**config.mk**
```make
export PLATFORM = sky130hd
export DESIGN_NAME = id_operand_hazard_unit
export DESIGN_NICKNAME = d
export VERILOG_FILES = /design/src/rtl/id_operand_hazard_unit_pkg.sv /design/src/rtl/id_operand_hazard_unit_hz_operand_match.sv /design/src/rtl/id_operand_hazard_unit.sv
export SDC_FILE = /design/constraint.sdc
export NUM_CORES = 1
export LEC_CHECK = 0
export CAP_MARGIN = 40
export CELL_PAD_IN_SITES_DETAIL_PLACEMENT = 0
export CELL_PAD_IN_SITES_GLOBAL_PLACEMENT = 2
export CORE_ASPECT_RATIO = 1.5
export CORE_MARGIN = 3
export CORE_UTILIZATION = 30
export CTS_CLUSTER_SIZE = 14
export DETAILED_ROUTE_END_ITERATION = 10
export PLACE_DENSITY = 0.74
export SLEW_MARGIN = 20
export SYNTH_ARGS = -nofsm -noshare
export SYNTH_HDL_FRONTEND = slang
export SYNTH_SLANG_ARGS = --single-unit
```
**constraint.sdc**
```tcl
create_clock -name clk -period 2.84 [get_ports clk]
set_clock_uncertainty 0.05 [all_clocks]
set_input_delay 0.71 -clock clk [delete_from_list [all_inputs] [get_ports clk]]
set_output_delay 0.71 -clock clk [all_outputs]
set_load 0.02 [all_outputs]
```
**src/rtl/id_operand_hazard_unit_pkg.sv**
```systemverilog
// Shared constants for the ID-stage operand hazard/forwarding scoreboard.
package id_operand_hazard_unit_pkg;

  localparam int RSIZE_DEF = 5;
  localparam int LAT_ALU   = 1;
  localparam int LAT_LOAD  = 2;
  localparam int FWD_RF    = 0;

  function automatic int sel_width(input int depth);
    return $clog2(depth + 1);
  endfunction

endpackage

```
**src/rtl/id_operand_hazard_unit_hz_operand_match.sv**
```systemverilog
// Combinational priority matcher for one ID source operand against the in-flight writer records.
module hz_operand_match
  import id_operand_hazard_unit_pkg::*;
#(
  parameter int RSIZE = RSIZE_DEF,
  parameter int DEPTH = 3,
  parameter int SELW  = 2
) (
  input  logic [DEPTH-1:0]       rec_v,
  input  logic [DEPTH*RSIZE-1:0] rec_waddr,
  input  logic [DEPTH*SELW-1:0]  rec_lat,
  input  logic [RSIZE-1:0]       raddr,
  input  logic                   ruse,
  output logic [SELW-1:0]        sel,
  output logic                   need_stall
);

  logic found;

  // Index k holds the record for stage k+1; the first hit walking up from EX is the youngest writer.
  always_comb begin
    sel        = SELW'(FWD_RF);
    need_stall = 1'b0;
    found      = 1'b0;
    for (int k = 0; k < DEPTH; k++) begin
      if (!found && ruse && (raddr != '0) && rec_v[k] &&
          (rec_waddr[k*RSIZE +: RSIZE] == raddr)) begin
        found = 1'b1;
        if (rec_lat[k*SELW +: SELW] <= SELW'(k)) begin
          sel = SELW'(k + 1);
        end else begin
          need_stall = 1'b1;
        end
      end
    end
  end

endmodule

```
**src/rtl/id_operand_hazard_unit.sv**
```systemverilog
// ID-stage hazard/forwarding scoreboard: tracks post-ID register writers and decides
// per source operand whether to forward from a later stage or stall ID.
module id_operand_hazard_unit
  import id_operand_hazard_unit_pkg::*;
#(
  parameter int RSIZE = RSIZE_DEF,
  parameter int NSRC  = 2,
  parameter int DEPTH = 3,
  parameter int CNTW  = 16,
  localparam int SELW = $clog2(DEPTH + 1)
) (
  input  logic                  clk,
  input  logic                  rst,
  input  logic                  hold,
  input  logic                  flush,
  input  logic                  id_valid,
  input  logic [NSRC*RSIZE-1:0] id_raddr,
  input  logic [NSRC-1:0]       id_ruse,
  input  logic [RSIZE-1:0]      id_waddr,
  input  logic                  id_rfwen,
  input  logic [SELW-1:0]       id_lat,
  output logic                  stall,
  output logic [NSRC*SELW-1:0]  fwd_sel,
  output logic [CNTW-1:0]       stall_cnt
);

  function automatic logic [CNTW-1:0] sat_inc(input logic [CNTW-1:0] v);
    return (v == {CNTW{1'b1}}) ? v : v + 1'b1;
  endfunction

  logic [DEPTH-1:0]       rec_v;
  logic [DEPTH*RSIZE-1:0] rec_waddr;
  logic [DEPTH*SELW-1:0]  rec_lat;
  logic [NSRC-1:0]        need_stall;
  logic [NSRC*SELW-1:0]   sel_raw;
  logic                   load_ok;

  assign load_ok = id_valid & id_rfwen & (id_waddr != '0) & ~stall & ~flush;

  // Record shift register: valid bits are the only reset state, address/latency ride along.
  always_ff @(posedge clk or posedge rst) begin
    if (rst) begin
      rec_v <= '0;
    end else if (!hold) begin
      for (int k = DEPTH - 1; k > 0; k--) begin
        rec_v[k] <= rec_v[k-1];
      end
      rec_v[0] <= load_ok;
    end
  end

  always_ff @(posedge clk) begin
    if (!hold) begin
      for (int k = DEPTH - 1; k > 0; k--) begin
        rec_waddr[k*RSIZE +: RSIZE] <= rec_waddr[(k-1)*RSIZE +: RSIZE];
        rec_lat[k*SELW +: SELW]     <= rec_lat[(k-1)*SELW +: SELW];
      end
      rec_waddr[0 +: RSIZE] <= id_waddr;
      rec_lat[0 +: SELW]    <= id_lat;
    end
  end

  for (genvar i = 0; i < NSRC; i++) begin : g_op
    hz_operand_match #(
      .RSIZE(RSIZE),
      .DEPTH(DEPTH),
      .SELW (SELW)
    ) u_match (
      .rec_v     (rec_v),
      .rec_waddr (rec_waddr),
      .rec_lat   (rec_lat),
      .raddr     (id_raddr[i*RSIZE +: RSIZE]),
      .ruse      (id_ruse[i] & id_valid),
      .sel       (sel_raw[i*SELW +: SELW]),
      .need_stall(need_stall[i])
    );

    assign fwd_sel[i*SELW +: SELW] = stall ? SELW'(FWD_RF) : sel_raw[i*SELW +: SELW];
  end

  assign stall = |need_stall;

  // Flushed ID cycles do not count as stall cycles since the environment discards them.
  always_ff @(posedge clk or posedge rst) begin
    if (rst) begin
      stall_cnt <= '0;
    end else if (stall && !hold && !flush) begin
      stall_cnt <= sat_inc(stall_cnt);
    end
  end

endmodule

```
After elaboration in Yosys (flattened, before gate mapping)
Cells that the tools add are included.

word-level totals
  register bits = 40
  output and inout port bits = 21
  word-level logic and storage cells = 87

operators by class
  add/sub/neg operators = 1
  magnitude comparators = 3
  equality and inequality tests = 7
  mux-type cells = 28
  bitwise gates (word level) = 9
  reductions and logical operators = 35

operators by type and width
  cell                     count
  $eq A5 B5 Y1             6
  $logic_and A1 B1 Y1      24
  $mux W2                  11
  $mux W1                  17
  $add A16 B1 Y16 const B  1
  $eq A16 B16 Y1 const B   1
  $reduce_bool A5 Y1       3
  $and A1 B1 Y1            6
  $logic_not A1 Y1         6
  $le A2 B1 Y1 const B     2
  $not A1 Y1               3
  $le A2 B2 Y1 const B     1
  $reduce_and A2 Y1        1
  $reduce_or A2 Y1         1

Logic depth before layout (Yosys ltp)
  word-level depth = 21
  depth in mapped cells = 8

Modules after synthesis
Synthesis repeated with hierarchy kept, for this count alone.

second synthesis, totals
  cells, all modules = 184
  area, all modules = 2,157.1 um^2

by module, submodules not included
  module                  instances  cells an instance  area each (um^2)  sequential area each (um^2)
  id_operand_hazard_unit  1          110                1,606.5           1,106.1
  hz_operand_match        2          37                 275.3             0.0

Worst setup path after synthesis
Ideal clock, no wire load.

  path type = input-to-output
  start point = input id_raddr[1]
  end point = output fwd_sel[0]
  arrival = 2.539 ns
  required time = 2.080 ns
  path slack = -0.459 ns
  stages on the path = 8
  path buffers = 1
  cells stage by stage = or3_1 -> o311a_1 -> nor4bb_1 -> o22ai_2 -> nand3_2 -> or2_1 -> buf_2 -> a21oi_1

between the ends
  word-level cells in the longest chain between the ends = 19
  elaborated cells between the ends (all ways) = 31
  classes of those cells = eq/ne: 3; mux: 13; reduce/logical: 15

ends and longest elaborated chain
  what                               RTL line                                       source
  from (decl)                        id_operand_hazard_unit.sv:17                   input logic [NSRC*RSIZE-1:0] id_raddr,
  $reduce_bool A5 Y1                 id_operand_hazard_unit_hz_operand_match.sv:26  if (!found && ruse && (raddr != '0) && rec_v[k] &&
  $logic_and A1 B1 Y1 (3 in series)  id_operand_hazard_unit_hz_operand_match.sv:26
  $mux W1                            id_operand_hazard_unit_hz_operand_match.sv:26
  $logic_not A1 Y1                   id_operand_hazard_unit_hz_operand_match.sv:26
  $logic_and A1 B1 Y1 (4 in series)  id_operand_hazard_unit_hz_operand_match.sv:26
  $mux W1                            id_operand_hazard_unit_hz_operand_match.sv:26
  $logic_not A1 Y1                   id_operand_hazard_unit_hz_operand_match.sv:26
  $logic_and A1 B1 Y1 (4 in series)  id_operand_hazard_unit_hz_operand_match.sv:26
  $mux W1 (*)                        id_operand_hazard_unit_hz_operand_match.sv:26
  $reduce_or A2 Y1 (*)               id_operand_hazard_unit.sv:81                   assign stall = |need_stall;
  net stall                          id_operand_hazard_unit.sv:22                   output logic stall,
  $mux W2 (*)                        id_operand_hazard_unit.sv:78                   assign fwd_sel[i*SELW +: SELW] = stall ? SELW'(FWD_RF) : sel_raw[i*SELW +: SELW];
  to (decl)                          id_operand_hazard_unit.sv:23                   output logic [NSRC*SELW-1:0] fwd_sel,

The timed path passes the listed nets; every way through them passes the cells marked *.

Worst setup path in the final report
  start point = input id_raddr[3]
  end point = output fwd_sel[1]

between the ends
  word-level cells in the longest chain between the ends = 19
  elaborated cells between the ends (all ways) = 29
  classes of those cells = eq/ne: 3; mux: 11; reduce/logical: 15

ends and longest elaborated chain
  what                               RTL line
  $reduce_bool A5 Y1                 id_operand_hazard_unit_hz_operand_match.sv:26
  $logic_and A1 B1 Y1 (3 in series)  id_operand_hazard_unit_hz_operand_match.sv:26
  $mux W1                            id_operand_hazard_unit_hz_operand_match.sv:26
  $logic_not A1 Y1                   id_operand_hazard_unit_hz_operand_match.sv:26
  $logic_and A1 B1 Y1 (4 in series)  id_operand_hazard_unit_hz_operand_match.sv:26
  $mux W1                            id_operand_hazard_unit_hz_operand_match.sv:26
  $logic_not A1 Y1                   id_operand_hazard_unit_hz_operand_match.sv:26
  $logic_and A1 B1 Y1 (4 in series)  id_operand_hazard_unit_hz_operand_match.sv:26
  $mux W1                            id_operand_hazard_unit_hz_operand_match.sv:26
  $reduce_or A2 Y1                   id_operand_hazard_unit.sv:81
  $mux W2 (*)                        id_operand_hazard_unit.sv:78

Mark *: on every way between the ends. The rest lies on a longest branch, timed or not.

==> results.txt <==
Flop pwr share -> 51.7%
WP data arrival -> 2.46 ns
Starting Density -> 30.9%
GPL Wtd Cong -> 0.821
Final setup fails -> 5
Die W -> 74.8 um
Unique masters post-synth -> 40
Fmax -> 311 MHz
Sinks on Clock Net -> 40
Placed cell count -> 321
Hold_buf cts -> 0
Seq/Total Area, Yosys -> 51.9%
Detail Route Antenna Nets -> 0
Period minus WS final -> 3.22 ns
Setup crit end kind -> output pin
H-tree depth -> 2
Fin cells -> 336
Final Hold Fails -> 0
P_sw -> 289 uW
Area of the multi-input gates -> 1110 um^2
Pre-CTS setup slack -> -1.48 ns
CTS tree -> done
Antenna violations before repair -> 0
Die ar. -> 8180 um^2
WP data required -> 2.08 ns
Vias -> 1645
Relative slew slack -> 77.2%
Mapped Avg Cell Area -> 12.3 um^2
Leak Pwr -> 0.00131 uW
CP max FO -> 6
WL per Instance -> 15.8 um
CTS Buf Count -> 5
Fin crit share -> 113%
Status -> finished, violations left
GR peak layer -> met2
Ys Warns -> 0
Post-layout util -> 45.9%
Vias in the first global route -> 1726
Met3 Use GR -> 2.58%
DIE HEIGHT -> 109 um
Area after DPL -> 2910 um^2
Seq. cell area -> 1110 um^2
Clock buffer depth -> 2
Root Buffer -> clkbuf_8
Final instance area -> 3170 um^2
Most frequent cells in the layout -> 34 x buf_4, 32 x xnor2_1, 27 x clkdlybuf4s50_1
Remaining global-route overflow -> 0
Crit path max-delay cell type -> or3_1
Clock power share -> 34.5%
Residual DRC -> 0
Power per cell area -> 408 nW/um^2
Clock transition at path regs -> 0.07 ns
Max Cap Viol -> 0
Layout area overhead -> 48.5%
Global-route wire length before repair -> 8540 um
Crit path kind -> primary input to output pin
# rows -> 37
Synthesized area -> 2130 um^2
Combinational fraction of design power -> 13.8%
WP buf/inv -> 2
# port buffers -> 45
Failing checks -> negative setup slack
Critical-path cell list -> buf_8 -> or3_1 -> o311a_1 -> nor4bb_4 -> o22ai_2 -> nand3_2 -> or2_4 -> a21oi_4 -> buf_6
Area of the core -> 6900 um^2
Clock latency on the worst-skew pair -> 0.28 ns
CP max stage delay -> 0.36 ns
Commonest non-fill, non-tap cell in the layout -> buf_4
Met1 Use GR -> 16.7%
Drt pass-1 iters -> 3
Worst hold path type -> flop to flop
Post-DP HPWL -> 4090 um
Pint -> 1000 uW
Vias per inst -> 4.90
Synth Net Count -> 200
Pwr Total -> 1290 uW
Iteration-0 DRC count of the detailed router -> 31
M2 GR Usage -> 25.1%
# nets final -> 283
RSZ-0062 raised after global routing -> true
FF+latch count, synth -> 40
Sw frac -> 22.4%
CP startpoint kind -> primary input
Fillers -> 655
Least-Margin Pin Slew -> 0.342 ns
Pin count of the biggest net entering global routing -> 22
I/O Pins -> 46
Delay-heaviest family, CP -> simple AND/OR/NAND/NOR gates
Setup slack after layout -> -0.379 ns
Fin. max-slew vios -> 0
Share of layout cells above drive strength 1 -> 32.9%
Overall Global Routing Usage -> 14.0%
Final WL -> 5290 um
ANT cells -> 0
Peak VDD IR -> 277 uV
Cell count after synthesis -> 174
[registers in the layout, indices dropped and copies added, names as in the netlist]
signal / flops
stall_cnt: 16
rec_waddr: 15
rec_lat: 6
rec_v: 3
[stage by stage]
step	hold slack, ns	TNS [ns]
after floorplan	0.350	-0.962
after global routing	0.384	-2.25
after global placement	0.353	-12.53
after detailed placement	0.357	-12.79
after CTS	0.375	-2.14
final	0.374	-1.86
[power groups by stage]
stage	registers [uW]	clock network, uW	logic [uW]
final	667	445	178
after detailed placement	678	0	161
after global routing	670	490	196
after CTS	666	463	169
after floorplan	673	0	69.1
after global placement	678	0	161
[cell usage after synthesis, drive strengths merged]
| cell type | count | area, um^2 |
|---|---|---|
| a21oi | 5 | 36.3 |
| a41oi | 1 | 16.3 |
| and2 | 1 | 6.26 |
| and3 | 12 | 75.1 |
| and4 | 2 | 17.5 |
| buf | 4 | 26.3 |
| clkbuf | 1 | 3.75 |
| dfrtp | 19 | 475 |
| edfxtp | 21 | 631 |
| ha | 1 | 12.5 |
| inv | 3 | 11.3 |
| mux2 | 3 | 33.8 |
| nand2 | 7 | 26.3 |
| nand2b | 2 | 12.5 |
| nand3 | 1 | 10.0 |
| nand3b | 1 | 7.51 |
| nand4 | 4 | 25.0 |
| nor2 | 5 | 18.8 |
| nor3b | 2 | 15.0 |
| nor4 | 2 | 12.5 |
| nor4bb | 1 | 10.0 |
| o2111a | 1 | 11.3 |
| o2111ai | 8 | 70.1 |
| o211ai | 6 | 45.0 |
| o21ai | 4 | 20.0 |
| o22ai | 1 | 12.5 |
| o311a | 2 | 20.0 |
| o31ai | 1 | 12.5 |
| or2 | 2 | 12.5 |
| or3 | 2 | 12.5 |
| or3b | 1 | 8.76 |
| or4 | 3 | 30.0 |
| xnor2 | 35 | 307 |
| xor2 | 10 | 87.6 |
[timing repair]
item / CTS / global route
endpoints found under the hold margin: 0 / 0
pin swaps: 16 / 13
endpoints found under the setup margin: 19 / 5
setup buffers: 5 / 2
gates resized for setup: 84 / 15
[final cells by class]
class	instances	area share [%]
multi-input cells	126	35.2
flip-flops and latches	40	34.9
repair buffers	81	23.0
well taps	78	3.08
clock buffers	5	2.17
clock inverters	3	1.19
inverters	3	0.356
[logic make-up (layout without fill, tap and decap cells)]
kind of cell	after synthesis	after routing	synth area share (%)
and+or+nand+nor	48	48	14.1
xor gates and xnor gates	45	45	18.5
DFF	40	40	51.9
AOI/OAI and AO/OA	29	29	11.4
buffers and inverters	8	92	1.94
muxes	3	3	1.58
adders and majority gates	1	1	0.587
[layer usage]
| layer | vias to the layer above | wire [um] |
|---|---|---|
| met5 | - | 0 |
| met3 | 5 | 149 |
| met1 | 793 | 2130 |
| li1 | 816 | - |
| met2 | 31 | 2950 |
| met4 | 0 | 62 |
[worst reg2reg max path, cell delays in order (launching register included)]
cell and delay [ns]:
edfxtp_1 0.42, buf_4 0.17, xor2_2 0.17, nor4_2 0.08, and3_1 0.18, or4_4 0.56, a21oi_4 0.15, buf_4 0.12
buf_4 0.19, o21ai_1 0.13, mux2_1 0.33
[final timing paths]
kind | startpoint | endpoint | slack, ns | cells past startpoint
worst max-delay path | id_raddr[3] | fwd_sel[1] | -0.38 | 9
worst min-delay path | rec_lat[2]$_DFFE_PN_ | rec_lat[4]$_DFFE_PN_ | 0.37 | 0
worst max register to register | rec_waddr[7]$_DFFE_PN_ | stall_cnt[1]$_DFFE_PP0P_ | 0.18 | 10
worst min register to register | rec_lat[2]$_DFFE_PN_ | rec_lat[4]$_DFFE_PN_ | 0.37 | 0
max in group asynchronous | rst | rec_v[2]$_DFFE_PP0N_ | 1.90 | 3
min in group asynchronous | rst | stall_cnt[2]$_DFFE_PP0P_ | 0.69 | 3
Note: power is estimated with default switching activity, not from simulation.
